**src/rtl/mem_dma_pkg.sv**
```systemverilog
// Shared types and constants for the mem_dma_master word-copy engine.
package mem_dma_pkg;

  // Copy engine states: one bus transaction per RD/WR, each followed by a
  // single idle cycle so responders see mem_valid drop between requests.
  typedef enum logic [2:0] {
    IDLE   = 3'd0,
    RD     = 3'd1,
    RD_GAP = 3'd2,
    WR     = 3'd3,
    WR_GAP = 3'd4,
    FIN    = 3'd5,
    ERR    = 3'd6
  } state_t;

  localparam logic [3:0]  WSTRB_FULL = 4'hF;
  localparam logic [3:0]  WSTRB_NONE = 4'h0;
  localparam logic [31:0] WORD_BYTES = 32'd4;

  // Force a byte address onto a 32-bit word boundary.
  function automatic logic [31:0] word_align(input logic [31:0] addr);
    return addr & 32'hFFFF_FFFC;
  endfunction

endpackage

```
**src/rtl/mem_dma_if.sv**
```systemverilog
// Native picorv32 memory bus (valid/ready) as seen by one initiator.
interface mem_dma_if;
  logic        mem_valid;
  logic        mem_instr;
  logic        mem_ready;
  logic [31:0] mem_addr;
  logic [31:0] mem_wdata;
  logic [3:0]  mem_wstrb;
  logic [31:0] mem_rdata;

  modport master (
    output mem_valid, mem_instr, mem_addr, mem_wdata, mem_wstrb,
    input  mem_ready, mem_rdata
  );

  modport slave (
    input  mem_valid, mem_instr, mem_addr, mem_wdata, mem_wstrb,
    output mem_ready, mem_rdata
  );
endinterface

```
**src/rtl/mem_dma_timeout.sv**
```systemverilog
// Per-transaction watchdog for mem_dma_master. Only built when
// MEM_DMA_TIMEOUT_EN is defined; the counter is held clear by 'load' outside
// bus transactions and 'expired' flags the last allowed waiting cycle.
`ifdef MEM_DMA_TIMEOUT_EN
module mem_dma_timeout #(
  parameter int TIMEOUT_CYCLES = 256
) (
  input  logic clk,
  input  logic reset,
  input  logic load,
  input  logic run,
  output logic expired
);

  localparam int            CW   = $clog2(TIMEOUT_CYCLES) + 1;
  localparam logic [CW-1:0] LAST = CW'(TIMEOUT_CYCLES - 1);

  logic [CW-1:0] cnt_r;

  // Count cycles spent waiting for mem_ready, saturating at the last one.
  always_ff @(posedge clk) begin
    if (reset) begin
      cnt_r <= {CW{1'b0}};
    end else if (load) begin
      cnt_r <= {CW{1'b0}};
    end else if (run && (cnt_r != LAST)) begin
      cnt_r <= cnt_r + {{(CW-1){1'b0}}, 1'b1};
    end else begin
      cnt_r <= cnt_r;
    end
  end

  assign expired = run && (cnt_r == LAST);

endmodule
`endif

```
**src/rtl/mem_dma_master.sv**
```systemverilog
// mem_dma_master: word-copy DMA initiator on the picorv32 valid/ready bus.
// Reads word_count words from src_addr and writes them to dst_addr, one
// transaction at a time with a mandatory idle cycle after every transaction.
// Optional feature macro: MEM_DMA_TIMEOUT_EN (abort on a stalled responder).
module mem_dma_master
  import mem_dma_pkg::*;
#(
  parameter int CNT_W          = 16,
  parameter int TIMEOUT_CYCLES = 256
) (
  input  logic             clk,
  input  logic             reset,
  input  logic             start,
  input  logic [31:0]      src_addr,
  input  logic [31:0]      dst_addr,
  input  logic [CNT_W-1:0] word_count,
  output logic             busy,
  output logic             done,
  output logic             error,
  mem_dma_if.master        bus
);

  state_t           state_r, state_s;
  logic [31:0]      src_r, src_s;
  logic [31:0]      dst_r, dst_s;
  logic [CNT_W-1:0] cnt_r, cnt_s;
  logic [31:0]      addr_r, addr_s;
  logic [31:0]      wdata_r, wdata_s;
  logic [3:0]       wstrb_r, wstrb_s;
  logic             valid_r, valid_s;
  logic             busy_r, busy_s;
  logic             done_r, done_s;
  logic             timeout_s;

`ifdef MEM_DMA_TIMEOUT_EN
  logic active_s;
  logic error_r;

  assign active_s = (state_r == RD) || (state_r == WR);

  mem_dma_timeout #(
    .TIMEOUT_CYCLES (TIMEOUT_CYCLES)
  ) u_timeout (
    .clk     (clk),
    .reset   (reset),
    .load    (!active_s),
    .run     (active_s),
    .expired (timeout_s)
  );

  // Error pulse is registered alongside the other outputs.
  always_ff @(posedge clk) begin
    if (reset) begin
      error_r <= 1'b0;
    end else begin
      error_r <= (state_s == ERR);
    end
  end

  assign error = error_r;
`else
  logic [31:0] unused_timeout;

  assign unused_timeout = 32'(TIMEOUT_CYCLES);
  assign timeout_s      = 1'b0;
  assign error          = 1'b0;
`endif

  // Next-state, datapath updates and next registered bus outputs.
  always_comb begin
    state_s = state_r;
    src_s   = src_r;
    dst_s   = dst_r;
    cnt_s   = cnt_r;
    addr_s  = addr_r;
    wdata_s = wdata_r;

    case (state_r)
      IDLE: begin
        if (start) begin
          if (word_count != {CNT_W{1'b0}}) begin
            state_s = RD;
            src_s   = word_align(src_addr);
            dst_s   = word_align(dst_addr);
            cnt_s   = word_count;
          end else begin
            state_s = FIN;
          end
        end else begin
          state_s = IDLE;
        end
      end
      RD: begin
        if (bus.mem_ready) begin
          wdata_s = bus.mem_rdata;
          src_s   = src_r + WORD_BYTES;
          state_s = RD_GAP;
        end else if (timeout_s) begin
          state_s = ERR;
        end else begin
          state_s = RD;
        end
      end
      RD_GAP: begin
        state_s = WR;
      end
      WR: begin
        if (bus.mem_ready) begin
          dst_s   = dst_r + WORD_BYTES;
          cnt_s   = cnt_r - {{(CNT_W-1){1'b0}}, 1'b1};
          state_s = WR_GAP;
        end else if (timeout_s) begin
          state_s = ERR;
        end else begin
          state_s = WR;
        end
      end
      WR_GAP: begin
        if (cnt_r != {CNT_W{1'b0}}) begin
          state_s = RD;
        end else begin
          state_s = FIN;
        end
      end
      FIN: begin
        state_s = IDLE;
      end
      ERR: begin
        state_s = IDLE;
      end
      default: begin
        state_s = IDLE;
      end
    endcase

    // Address only moves when a new transaction is presented, so it stays
    // stable for the whole time mem_valid waits on mem_ready.
    case (state_s)
      RD:      addr_s = src_s;
      WR:      addr_s = dst_s;
      default: addr_s = addr_r;
    endcase

    valid_s = (state_s == RD) || (state_s == WR);
    wstrb_s = (state_s == WR) ? WSTRB_FULL : WSTRB_NONE;
    busy_s  = (state_s == RD) || (state_s == RD_GAP) ||
              (state_s == WR) || (state_s == WR_GAP);
    done_s  = (state_s == FIN);
  end

  // State, datapath and registered outputs; reset clears everything.
  always_ff @(posedge clk) begin
    if (reset) begin
      state_r <= IDLE;
      src_r   <= 32'h0000_0000;
      dst_r   <= 32'h0000_0000;
      cnt_r   <= {CNT_W{1'b0}};
      addr_r  <= 32'h0000_0000;
      wdata_r <= 32'h0000_0000;
      wstrb_r <= WSTRB_NONE;
      valid_r <= 1'b0;
      busy_r  <= 1'b0;
      done_r  <= 1'b0;
    end else begin
      state_r <= state_s;
      src_r   <= src_s;
      dst_r   <= dst_s;
      cnt_r   <= cnt_s;
      addr_r  <= addr_s;
      wdata_r <= wdata_s;
      wstrb_r <= wstrb_s;
      valid_r <= valid_s;
      busy_r  <= busy_s;
      done_r  <= done_s;
    end
  end

  assign busy          = busy_r;
  assign done          = done_r;
  assign bus.mem_valid = valid_r;
  assign bus.mem_instr = 1'b0;
  assign bus.mem_addr  = addr_r;
  assign bus.mem_wdata = wdata_r;
  assign bus.mem_wstrb = wstrb_r;

endmodule

```
**src/flat_wrapper.sv**
```systemverilog
// flat-port wrapper written by rule: the top's interface ports become plain ports
module mem_dma_master_flat import mem_dma_pkg::*;
#(
  parameter int CNT_W          = 16,
  parameter int TIMEOUT_CYCLES = 256
)
  (clk, reset, start, src_addr, dst_addr, word_count, busy, done, error, bus_mem_valid, bus_mem_instr, bus_mem_addr, bus_mem_wdata, bus_mem_wstrb, bus_mem_ready, bus_mem_rdata);
  mem_dma_if bus_i ();
  input  logic clk;
  input  logic reset;
  input  logic start;
  input  logic [31:0] src_addr;
  input  logic [31:0] dst_addr;
  input  logic [CNT_W-1:0] word_count;
  output logic busy;
  output logic done;
  output logic error;
  output wire logic [$bits(bus_i.mem_valid)-1:0] bus_mem_valid;
  output wire logic [$bits(bus_i.mem_instr)-1:0] bus_mem_instr;
  output wire logic [$bits(bus_i.mem_addr)-1:0] bus_mem_addr;
  output wire logic [$bits(bus_i.mem_wdata)-1:0] bus_mem_wdata;
  output wire logic [$bits(bus_i.mem_wstrb)-1:0] bus_mem_wstrb;
  input wire logic [$bits(bus_i.mem_ready)-1:0] bus_mem_ready;
  input wire logic [$bits(bus_i.mem_rdata)-1:0] bus_mem_rdata;
  assign bus_mem_valid = bus_i.mem_valid;
  assign bus_mem_instr = bus_i.mem_instr;
  assign bus_mem_addr = bus_i.mem_addr;
  assign bus_mem_wdata = bus_i.mem_wdata;
  assign bus_mem_wstrb = bus_i.mem_wstrb;
  assign bus_i.mem_ready = bus_mem_ready;
  assign bus_i.mem_rdata = bus_mem_rdata;
  mem_dma_master #(.CNT_W(CNT_W), .TIMEOUT_CYCLES(TIMEOUT_CYCLES)) u_core (.clk(clk), .reset(reset), .start(start), .src_addr(src_addr), .dst_addr(dst_addr), .word_count(word_count), .busy(busy), .done(done), .error(error), .bus(bus_i));
endmodule
```
**config.mk**
```make
export PLATFORM = sky130hd
export DESIGN_NAME = mem_dma_master_flat
export DESIGN_NICKNAME = d
export VERILOG_FILES = /design/src/rtl/mem_dma_pkg.sv /design/src/rtl/mem_dma_if.sv /design/src/rtl/mem_dma_timeout.sv /design/src/rtl/mem_dma_master.sv /design/src/flat_wrapper.sv
export SDC_FILE = /design/constraint.sdc
export NUM_CORES = 1
export LEC_CHECK = 0
export ABC_AREA = 1
export CORE_MARGIN = 10
export CORE_UTILIZATION = 45
export DETAILED_ROUTE_END_ITERATION = 16
export GPL_TIMING_DRIVEN = 0
export PLACE_DENSITY = 0.71
export SLEW_MARGIN = 20
export SYNTH_ARGS = -nofsm -noshare
export SYNTH_HDL_FRONTEND = slang
export SYNTH_SLANG_ARGS = --single-unit
```
**constraint.sdc**
```tcl
create_clock -name clk -period 4.3 [get_ports clk]
set_clock_uncertainty 0.15 [all_clocks]
set_input_delay 0.86 -clock clk [delete_from_list [all_inputs] [get_ports clk]]
set_output_delay 0.86 -clock clk [all_outputs]
set_load 0.02 [all_outputs]
```
# After elaboration in Yosys (flattened, before gate mapping)

Cells that the tools add are included.

Input bits: 116
Bits in registers: 154
Output and inout bits: 73
Word-level logic and storage cells: 56

Add/sub/neg operators: 3
Multiplexer cells: 20
Equality and inequality tests: 12
Reduce and logical (&&, ||, !) cells: 11

Operators with widths:

| kind                                                | number |
|---|---|
| 2-to-1 mux 32 bit                                   | 6 |
| case mux 32 bit (2 select lines)                    | 3 |
| adder 32 x 3 -> 32 bit, second input constant       | 2 |
| 2-to-1 mux 16 bit                                   | 3 |
| case mux 16 bit (2 select lines)                    | 1 |
| nonzero test 16 bit                                 | 2 |
| subtractor 16 x 1 -> 16 bit, second input constant  | 1 |
| case mux 3 bit (5 select lines)                     | 1 |
| equality test 3 x 2 -> 1 bit, second input constant | 4 |
| 2-to-1 mux 3 bit                                    | 4 |
| equality test 3 bit, second input constant          | 3 |
| equality test 3 x 1 -> 1 bit, second input constant | 2 |
| logical OR 1 bit                                    | 4 |
| 2-to-1 mux 4 bit                                    | 1 |
| != test 2 bit, second input constant                | 2 |
| AND reduction 4 bit                                 | 1 |
| nonzero test 2 bit                                  | 2 |
| zero test 3 bit                                     | 1 |
| 2-to-1 mux 2 bit                                    | 1 |
| != test 2 x 1 -> 1 bit, second input constant       | 1 |
| AND reduction 2 bit                                 | 1 |

# Logic depth before layout (Yosys ltp)

Gate-level depths: netlist of run 1.

Word-level depth: 8
Depth in mapped cells: 15
Depth with buffers taken out: 15

# Least setup slack after synthesis of run 1

Ideal clock, no wire load.

Path kind: input port to flip-flop
Start point: in word_count[3]
End point: reg u_core.cnt_r[10]
Stages on the path: 11
Library setup time: 0.132 ns
Arrival time: 2.052 ns
Required time: 4.018 ns
Path buffers: 1
Setup slack: 1.966 ns
Cell sequence: nor2_1 -> nand2_1 -> nor2_1 -> nand2_1 -> nand2_1 -> nand2_1 -> nand2_1 -> inv_2 -> buf_2 -> o211ai_1 -> a21oi_1

Cells in the longest elaborated chain, start to end: 3

RTL lines:

| item                                    | line                  | RTL |
|---|---|---|
| from (decl)                             | flat_wrapper.sv:14    | `input logic [CNT_W-1:0] word_count;` |
| nonzero test 16 bit                     | mem_dma_master.sv:81  | `if (word_count != {CNT_W{1'b0}}) begin` |
| != test 2 x 1 -> 1 bit (no source line) | -                     |  |
| AND reduction 4 bit (no source line)    | -                     |  |
| to (signal assigned)                    | mem_dma_master.sv:157 | `cnt_r <= {CNT_W{1'b0}};` |
| to (signal assigned)                    | mem_dma_master.sv:168 | `cnt_r <= cnt_s;` |
| to (decl)                               | mem_dma_master.sv:26  | `logic [CNT_W-1:0] cnt_r, cnt_s;` |

No other way between the ends.
A chain may end at the register's enable or synchronous reset.

# Worst setup path after layout of run 1

Start point: in word_count[3]
End point: reg u_core.addr_r[30] (netlist: u_core.bus.mem_addr[30])

Cells in the longest elaborated chain, start to end: 6
Elaborated cells on any way between the ends: 14
Classes of those cells: eq/ne: 2; mux: 10; reduce/logical: 2

RTL lines:

| item                                                                                | line                  | RTL |
|---|---|---|
| nonzero test 16 bit (*)                                                             | mem_dma_master.sv:81  |  |
| 2-to-1 mux 3 bit                                                                    | mem_dma_master.sv:81  |  |
| 2-to-1 mux 3 bit                                                                    | mem_dma_master.sv:80  | `if (start) begin` |
| case mux 3 bit (5 select lines)                                                     | mem_dma_master.sv:78  | `case (state_r)` |
| equality test 3 x 2 -> 1 bit / equality test 3 x 1 -> 1 bit (equally long branches) | mem_dma_master.sv:138 | `case (state_s)` |
| case mux 32 bit (2 select lines) / nonzero test 2 bit (equally long branches)       | -                     |  |
| to (signal assigned)                                                                | mem_dma_master.sv:169 | `addr_r <= addr_s;` |
| to (decl)                                                                           | mem_dma_master.sv:27  | `logic [31:0] addr_r, addr_s;` |

Mark *: on every way between the ends. The rest lies on a longest branch, timed or not.

==> flow_metrics.tcl, run 1 <==
set metrics [dict create \
    crit_path_frequent_cell "nand2_1" \
    drc 0 \
    hp-class "flip-flop to flip-flop" \
    cp.required_ns 4.53 \
    slowest_delay_ns 0.42 \
    cts_tree "done" \
    p_leak_nw 5.07 \
    cts_sinks 151 \
    final_area_um2 11600 \
    cts_made_buffers 17 \
    setup_violations 0 \
    worstRegToRegCells 11 \
    crit_path_end_kind "flip-flop" \
    grt_pass1_wl_mm 50.6 \
    synthCells 1471 \
    core_area_um2 19400 \
    finalHoldViolations 0 \
    startpoint "word_count[3]" \
    fp.dieH_um 160 \
    tns_ns 0 \
    cts_resized 0 \
    post-route-period-util_pct 76.3 \
    crit_buf_inv 1 \
    startpoint_type "input pin" \
    yosysTopAreaCell "dfxtp_1" \
    drtIter0Drc 934 \
    synth-edff-count 0 \
    drv_cap 0 \
    cp_cell_sequence "clkdlybuf4s50_1, nor2_1, nand2_1, nor2_1, nand2_1, nand2_1, nand2_1, nand2_1, a21boi_0, nand2_1, nand3_1, nand3_1" \
    arrival_ns 3.51 \
    synthFlopType "dfxtp_1" \
    root_buffer "clkbuf_16" \
    drv_slew 0 \
    viasPerCell 5.21 \
    cts_setup_buffers 0 \
    hold_depth 2 \
    die_area_um2 25700 \
    reg2reg_from "u_core.state_r[1]" \
    post-place-ws_ns 0.685 \
    first_pass_iters 5 \
    max-clock-path-buffers 2 \
    cts_hold_buf 0 \
    rsz0062_at_grt "false" \
    synth_top_area_share_pct 34.2 \
    place_congestion 0.975 \
    nets 1792 \
    yosysSeqAreaShare_pct 34.2 \
    ioPinCount 189 \
    netlist_area_um2 8850 \
    period_minus_slack_ns 3.28 \
    grt_start_max_net_pins 17 \
    syn_area_per_cell_um2 6.01 \
    clkLatencyLatePin_ns 0.44 \
    htreeDepth 4 \
    routed_wl_mm 32.6 \
    ir_drop_mv 0.300 \
    cp_max_fo 9 \
    layout_common_cells "489 x nand2_1, 201 x nor2_1, 181 x clkdlybuf4s50_1" \
    critical-path-slowest-cell "clkdlybuf4s50_1" \
    p_total_w 0.00439 \
    dp_hpwl_mm 25.3 \
    status "completed" \
    synthArstFlopShare_pct 0 \
    cellPowerDensity_nw_per_um2 378 \
    vias 10200 \
    antenna_cells 0 \
    max_slew_margin_pct 47.2 \
    tightest_slew_ns 0.791 \
    start_util_pct 45.6 \
    yosysWarnings 0 \
    layout_commonest_cell "nand2_1" \
    grt_overflow 0 \
    cpLargestDelayFamily "simple AND/OR/NAND/NOR gates" \
    fin_ws_ns 1.02 \
    endpoint "u_core.bus.mem_addr[30]" \
    grtUsageTotal_pct 24.6 \
    grt_pass1_vias 9425 \
    rows 51 \
    wire_per_inst_um 16.7 \
    placed_area_um2 11000 \
    max_freq_mhz 305 \
    ys_ff_latch 151 \
    synthTopCellsByArea "dfxtp_1 34%, nand2_1 21%, nand3_1 9.1%" \
    drive_above_1_share_pct 5.16 \
    antenna_found_initial 0 \
    critical_path_depth 12 \
    drtAntennaViolNets 0 \
    timing.rr.end "u_core.bus.mem_addr[28]" \
    critPathKind "input pin to flip-flop" \
    areaGrowthSynthToFinish_pct 31.2 \
    die_width_um 160 \
    clk_pin_slew_worst_paths_ns 0.07 \
    portBuffers 181 \
    synth_cell_types 43 \
    ff2ff_setup_slack_ns 1.74 \
]
routing by layer:
layer  global-route usage, %  share of wire [%]  vias up
li1                        -                  -     5105
met1                    31.4                 43     4579
met2                    40.3                 46      414
met3                    4.94                8.3       58
met4                    8.85                2.6        0
met5                       0                  0        -
worst reg2reg max path, cell delays in order, from the launching register on:
cell and delay, ns:
dfxtp_1 0.37, nor2_2 0.27, nand2_4 0.17, nor2_4 0.17, nand2_1 0.16, inv_2 0.24
buf_4 0.28, nand2_1 0.11, a21boi_1 0.15, nand2_1 0.13, nand3_1 0.17, nand3_1 0.14
through the flow:
stage                     utilization [%]  hold slack, ns  instances
final                                59.8           0.292       1950
after floorplan                         -           0.271       1472
after detailed placement             56.7           0.286       1918
after CTS                            59.8           0.295       1950
after global placement               56.7           0.279       1918
after global routing                 59.8           0.320       1950
how the worst min path moves through the flow:
stage / slack (ns) / from / to
2_1_floorplan: 0.27 / u_core.src_r[1] / u_core.src_r[1]
3_3_place_gp: 0.28 / u_core.src_r[1] / u_core.src_r[1]
3_5_place_dp: 0.29 / u_core.dst_r[1] / u_core.dst_r[1]
4_1_cts: 0.30 / u_core.dst_r[1] / u_core.dst_r[1]
5_1_grt: 0.32 / u_core.dst_r[1] / u_core.dst_r[1]
6_report: 0.29 / u_core.dst_r[1] / u_core.dst_r[1]
registers in the layout, indices dropped and copies added, names as in the netlist:
| signal | flops |
|---|---|
| u_core.src_r | 32 |
| u_core.bus.mem_wdata | 32 |
| u_core.bus.mem_wstrb | 1 |
| u_core.cnt_r | 16 |
| u_core.done | 1 |
| u_core.dst_r | 32 |
| u_core.state_r | 3 |
| u_core.bus.mem_valid | 1 |
| u_core.busy | 1 |
| u_core.bus.mem_addr | 32 |
logic make-up after synthesis:
logic type,share of synthesized area (%)
and+or+nand+nor,43.3
buffers and inverters,9.52
AOI/OAI and AO/OA,11.5
DFF,34.2
xor gates and xnor gates,0.891
adders and majority gates,0.566
other,0.0424
cells in the mapped netlist, types with 2 or more instances:
cell,count
a21oi_1,66
nand4_1,11
inv_2,7
o21bai_1,7
nand2_2,3
nor2_1,201
o21ai_0,70
ha_1,4
buf_1,3
dfxtp_1,151
nand3b_1,17
inv_1,135
nand2_1,489
nor2_4,2
xor2_1,5
a31oi_1,17
buf_4,7
nor2_2,4
nand3_1,161
buf_2,22
o21ai_1,3
clkbuf_1,32
a21boi_1,2
nor3_1,12
or2_2,4
xnor2_1,4
a22oi_1,8
o211ai_1,6
o22ai_1,2
nand2_4,3
power by group:
group | total [W] | leakage (nW) | internal [W] | switching [W]
clock | 0.00160 | 0.302 | 0.000901 | 0.000697
sequential | 0.00165 | 1.24 | 0.00153 | 0.000116
combinational | 0.00114 | 3.53 | 0.000443 | 0.000701
total | 0.00439 | 5.07 | 0.00288 | 0.00151
cell type report:
| cell class | count | area [µm²] |
|---|---|---|
| fill | 1998 | 7790 |
| timing repair buffer | 181 | 1810 |
| clock buffer | 18 | 439 |
| inverter | 143 | 537 |
| buffer | 65 | 305 |
| sequential | 151 | 3020 |
| clock inverter | 14 | 176 |
| tap | 265 | 332 |
| multi-input combinational | 1113 | 4980 |
(Power assumes the default switching activity.)
==> inputs of run 2 (changes only) <==
--- a/config.mk
+++ b/config.mk
@@ -10,7 +10,7 @@
 export CORE_UTILIZATION = 45
 export DETAILED_ROUTE_END_ITERATION = 16
 export GPL_TIMING_DRIVEN = 0
-export PLACE_DENSITY = 0.71
+export PLACE_DENSITY = 0.74
 export SLEW_MARGIN = 20
 export SYNTH_ARGS = -nofsm -noshare
 export SYNTH_HDL_FRONTEND = slang
==> constraint.sdc (replaced) <==
create_clock -name clk -period 3 [get_ports clk]
set_clock_uncertainty 0.15 [all_clocks]
set_input_delay 0.6 -clock clk [delete_from_list [all_inputs] [get_ports clk]]
set_output_delay 0.6 -clock clk [all_outputs]
set_load 0.02 [all_outputs]
==> flow_metrics.tcl, run 2 (synthesis results as in run 1) <==
set metrics [dict create \
    endpoint "u_core.bus.mem_addr[12]" \
    hold_depth 2 \
    worstRegToRegCells 12 \
    final_util_pct 59.9 \
    tightest_slew_ns 0.758 \
    layout_commonest_cell "nand2_1" \
    cp_max_fo 10 \
    first_pass_iters 6 \
    htreeDepth 4 \
    crit_path_end_kind "flip-flop" \
    grtUsageMet2_pct 39.5 \
    max-clock-path-buffers 2 \
    p_total_w 0.00630 \
    vias 10300 \
    max_freq_mhz 348 \
    root_buffer "clkbuf_16" \
    setup_violations 0 \
    drtAntennaViolNets 0 \
    grtUsageTotal_pct 24.5 \
    startpoint "bus_mem_ready" \
    clkLatencyLatePin_ns 0.43 \
    timing.rr.end "u_core.bus.mem_addr[18]" \
    core_area_um2 19400 \
    drtIter0Drc 1058 \
    areaGrowthSynthToFinish_pct 31.4 \
    drive_above_1_share_pct 5.34 \
    dp_hpwl_mm 25.1 \
    fp.dieH_um 160 \
    reg2reg_from "u_core.state_r[1]" \
    grt_start_max_net_pins 17 \
    layout_common_cells "486 x nand2_1, 201 x nor2_1, 181 x clkdlybuf4s50_1" \
    antenna_found_initial 0 \
    drv_slew 0 \
    ir_drop_mv 0.450 \
    hp-class "flip-flop to flip-flop" \
    cellPowerDensity_nw_per_um2 542 \
    cts_tree "done" \
    fillCellCount 1931 \
    wire_per_inst_um 16.6 \
    die_area_um2 25700 \
    cts_setup_buffers 0 \
    multi_input_area_um2 4990 \
    portBuffers 181 \
    clk_pin_slew_worst_paths_ns 0.06 \
    ff2ff_setup_slack_ns 0.51 \
    nets 1792 \
    busiest_layer "met2" \
    die_width_um 160 \
    drc 0 \
    post-route-period-util_pct 95.7 \
    p_leak_nw 5.07 \
    register_area_um2 3020 \
    period_minus_slack_ns 2.87 \
    startpoint_type "input pin" \
    critPathKind "input pin to flip-flop" \
    ioPinCount 189 \
    viasPerCell 5.27 \
    drv_cap 0 \
    cts_resized 0 \
    status "completed" \
    rows 51 \
    antenna_cells 0 \
    cts_sinks 151 \
    rsz0062_at_grt "true" \
    cp.required_ns 3.14 \
    met3_usage_pct 4.94 \
    finalHoldViolations 0 \
    grt_overflow 0 \
    cts_hold_buf 0 \
    grt_pass1_wl_mm 50.7 \
    arrival_ns 3.01 \
    routed_wl_mm 32.4 \
    grt_pass1_vias 9572 \
    place_congestion 0.957 \
    max_slew_margin_pct 49.5 \
    start_util_pct 45.6 \
    cts_made_buffers 17 \
    globalRouteMet1Util_pct 31.4 \
]
## run 2: changes by cell type in the layout (fill, tap and decap cells not counted), sizes merged
cell	change
clkinv	+4
bufinv	+1
inv	-7
clkbuf	+1
clkinvlp	+1
## run 2: critical path, cell delays in order
cell and delay (ns):
clkdlybuf4s50_1 0.77, clkbuf_1 0.57, nand3_1 0.25, nor2_1 0.19, nand3_1 0.09, nand3_1 0.09
nand2_1 0.11, nand2_1 0.14, nand2_1 0.06, nor2_1 0.09, nor2_1 0.05
## run 2: power breakdown
group / internal [W] / switching (W) / total, W
registers: 0.00220 / 0.000170 / 0.00237
logic: 0.000636 / 0.00101 / 0.00164
clock network: 0.00136 / 0.000924 / 0.00229
total: 0.00420 / 0.00210 / 0.00630
## run 2: metal layers
| metal | share of wire (%) | vias up | wire length, µm |
|---|---|---|---|
| met5 | 0 | - | 0 |
| met4 | 2.9 | 0 | 949 |
| met3 | 9.7 | 66 | 3150 |
| met2 | 46 | 459 | 14900 |
| met1 | 41 | 4647 | 13400 |
| li1 | - | 5097 | - |
## run 2: cell type report
| type | count | share of cell area (%) |
|---|---|---|
| multi-input cells | 1113 | 43.0 |
| well taps | 265 | 2.85 |
| inverters | 143 | 4.62 |
| flip-flops and latches | 151 | 26.0 |
| plain buffers | 65 | 2.63 |
| clock inverters | 13 | 1.44 |
| repair buffers | 181 | 15.6 |
| clock buffers | 19 | 3.90 |
## run 2: through the flow
stage / setup slack (ns) / setup TNS (ns) / instance area (µm²) / hold WS [ns] / instances
floorplan: 0.926 / 0 / 8850 / 0.271 / 1472
global placement: -0.350 / -9.87 / 11000 / 0.278 / 1918
detailed placement: -0.328 / -8.97 / 11000 / 0.280 / 1918
CTS: 0.0652 / 0 / 11600 / 0.290 / 1950
global route: -0.00589 / -0.00589 / 11600 / 0.306 / 1950
finish: 0.130 / 0 / 11600 / 0.293 / 1950
## run 2: how the worst min path moves through the flow
stage / slack (ns) / end / from
finish: 0.29 / u_core.src_r[1] / u_core.src_r[1]
global route: 0.31 / u_core.src_r[1] / u_core.src_r[1]
CTS: 0.29 / u_core.src_r[1] / u_core.src_r[1]
detailed placement: 0.28 / u_core.src_r[1] / u_core.src_r[1]
global placement: 0.28 / u_core.src_r[1] / u_core.src_r[1]
floorplan: 0.27 / u_core.src_r[1] / u_core.src_r[1]
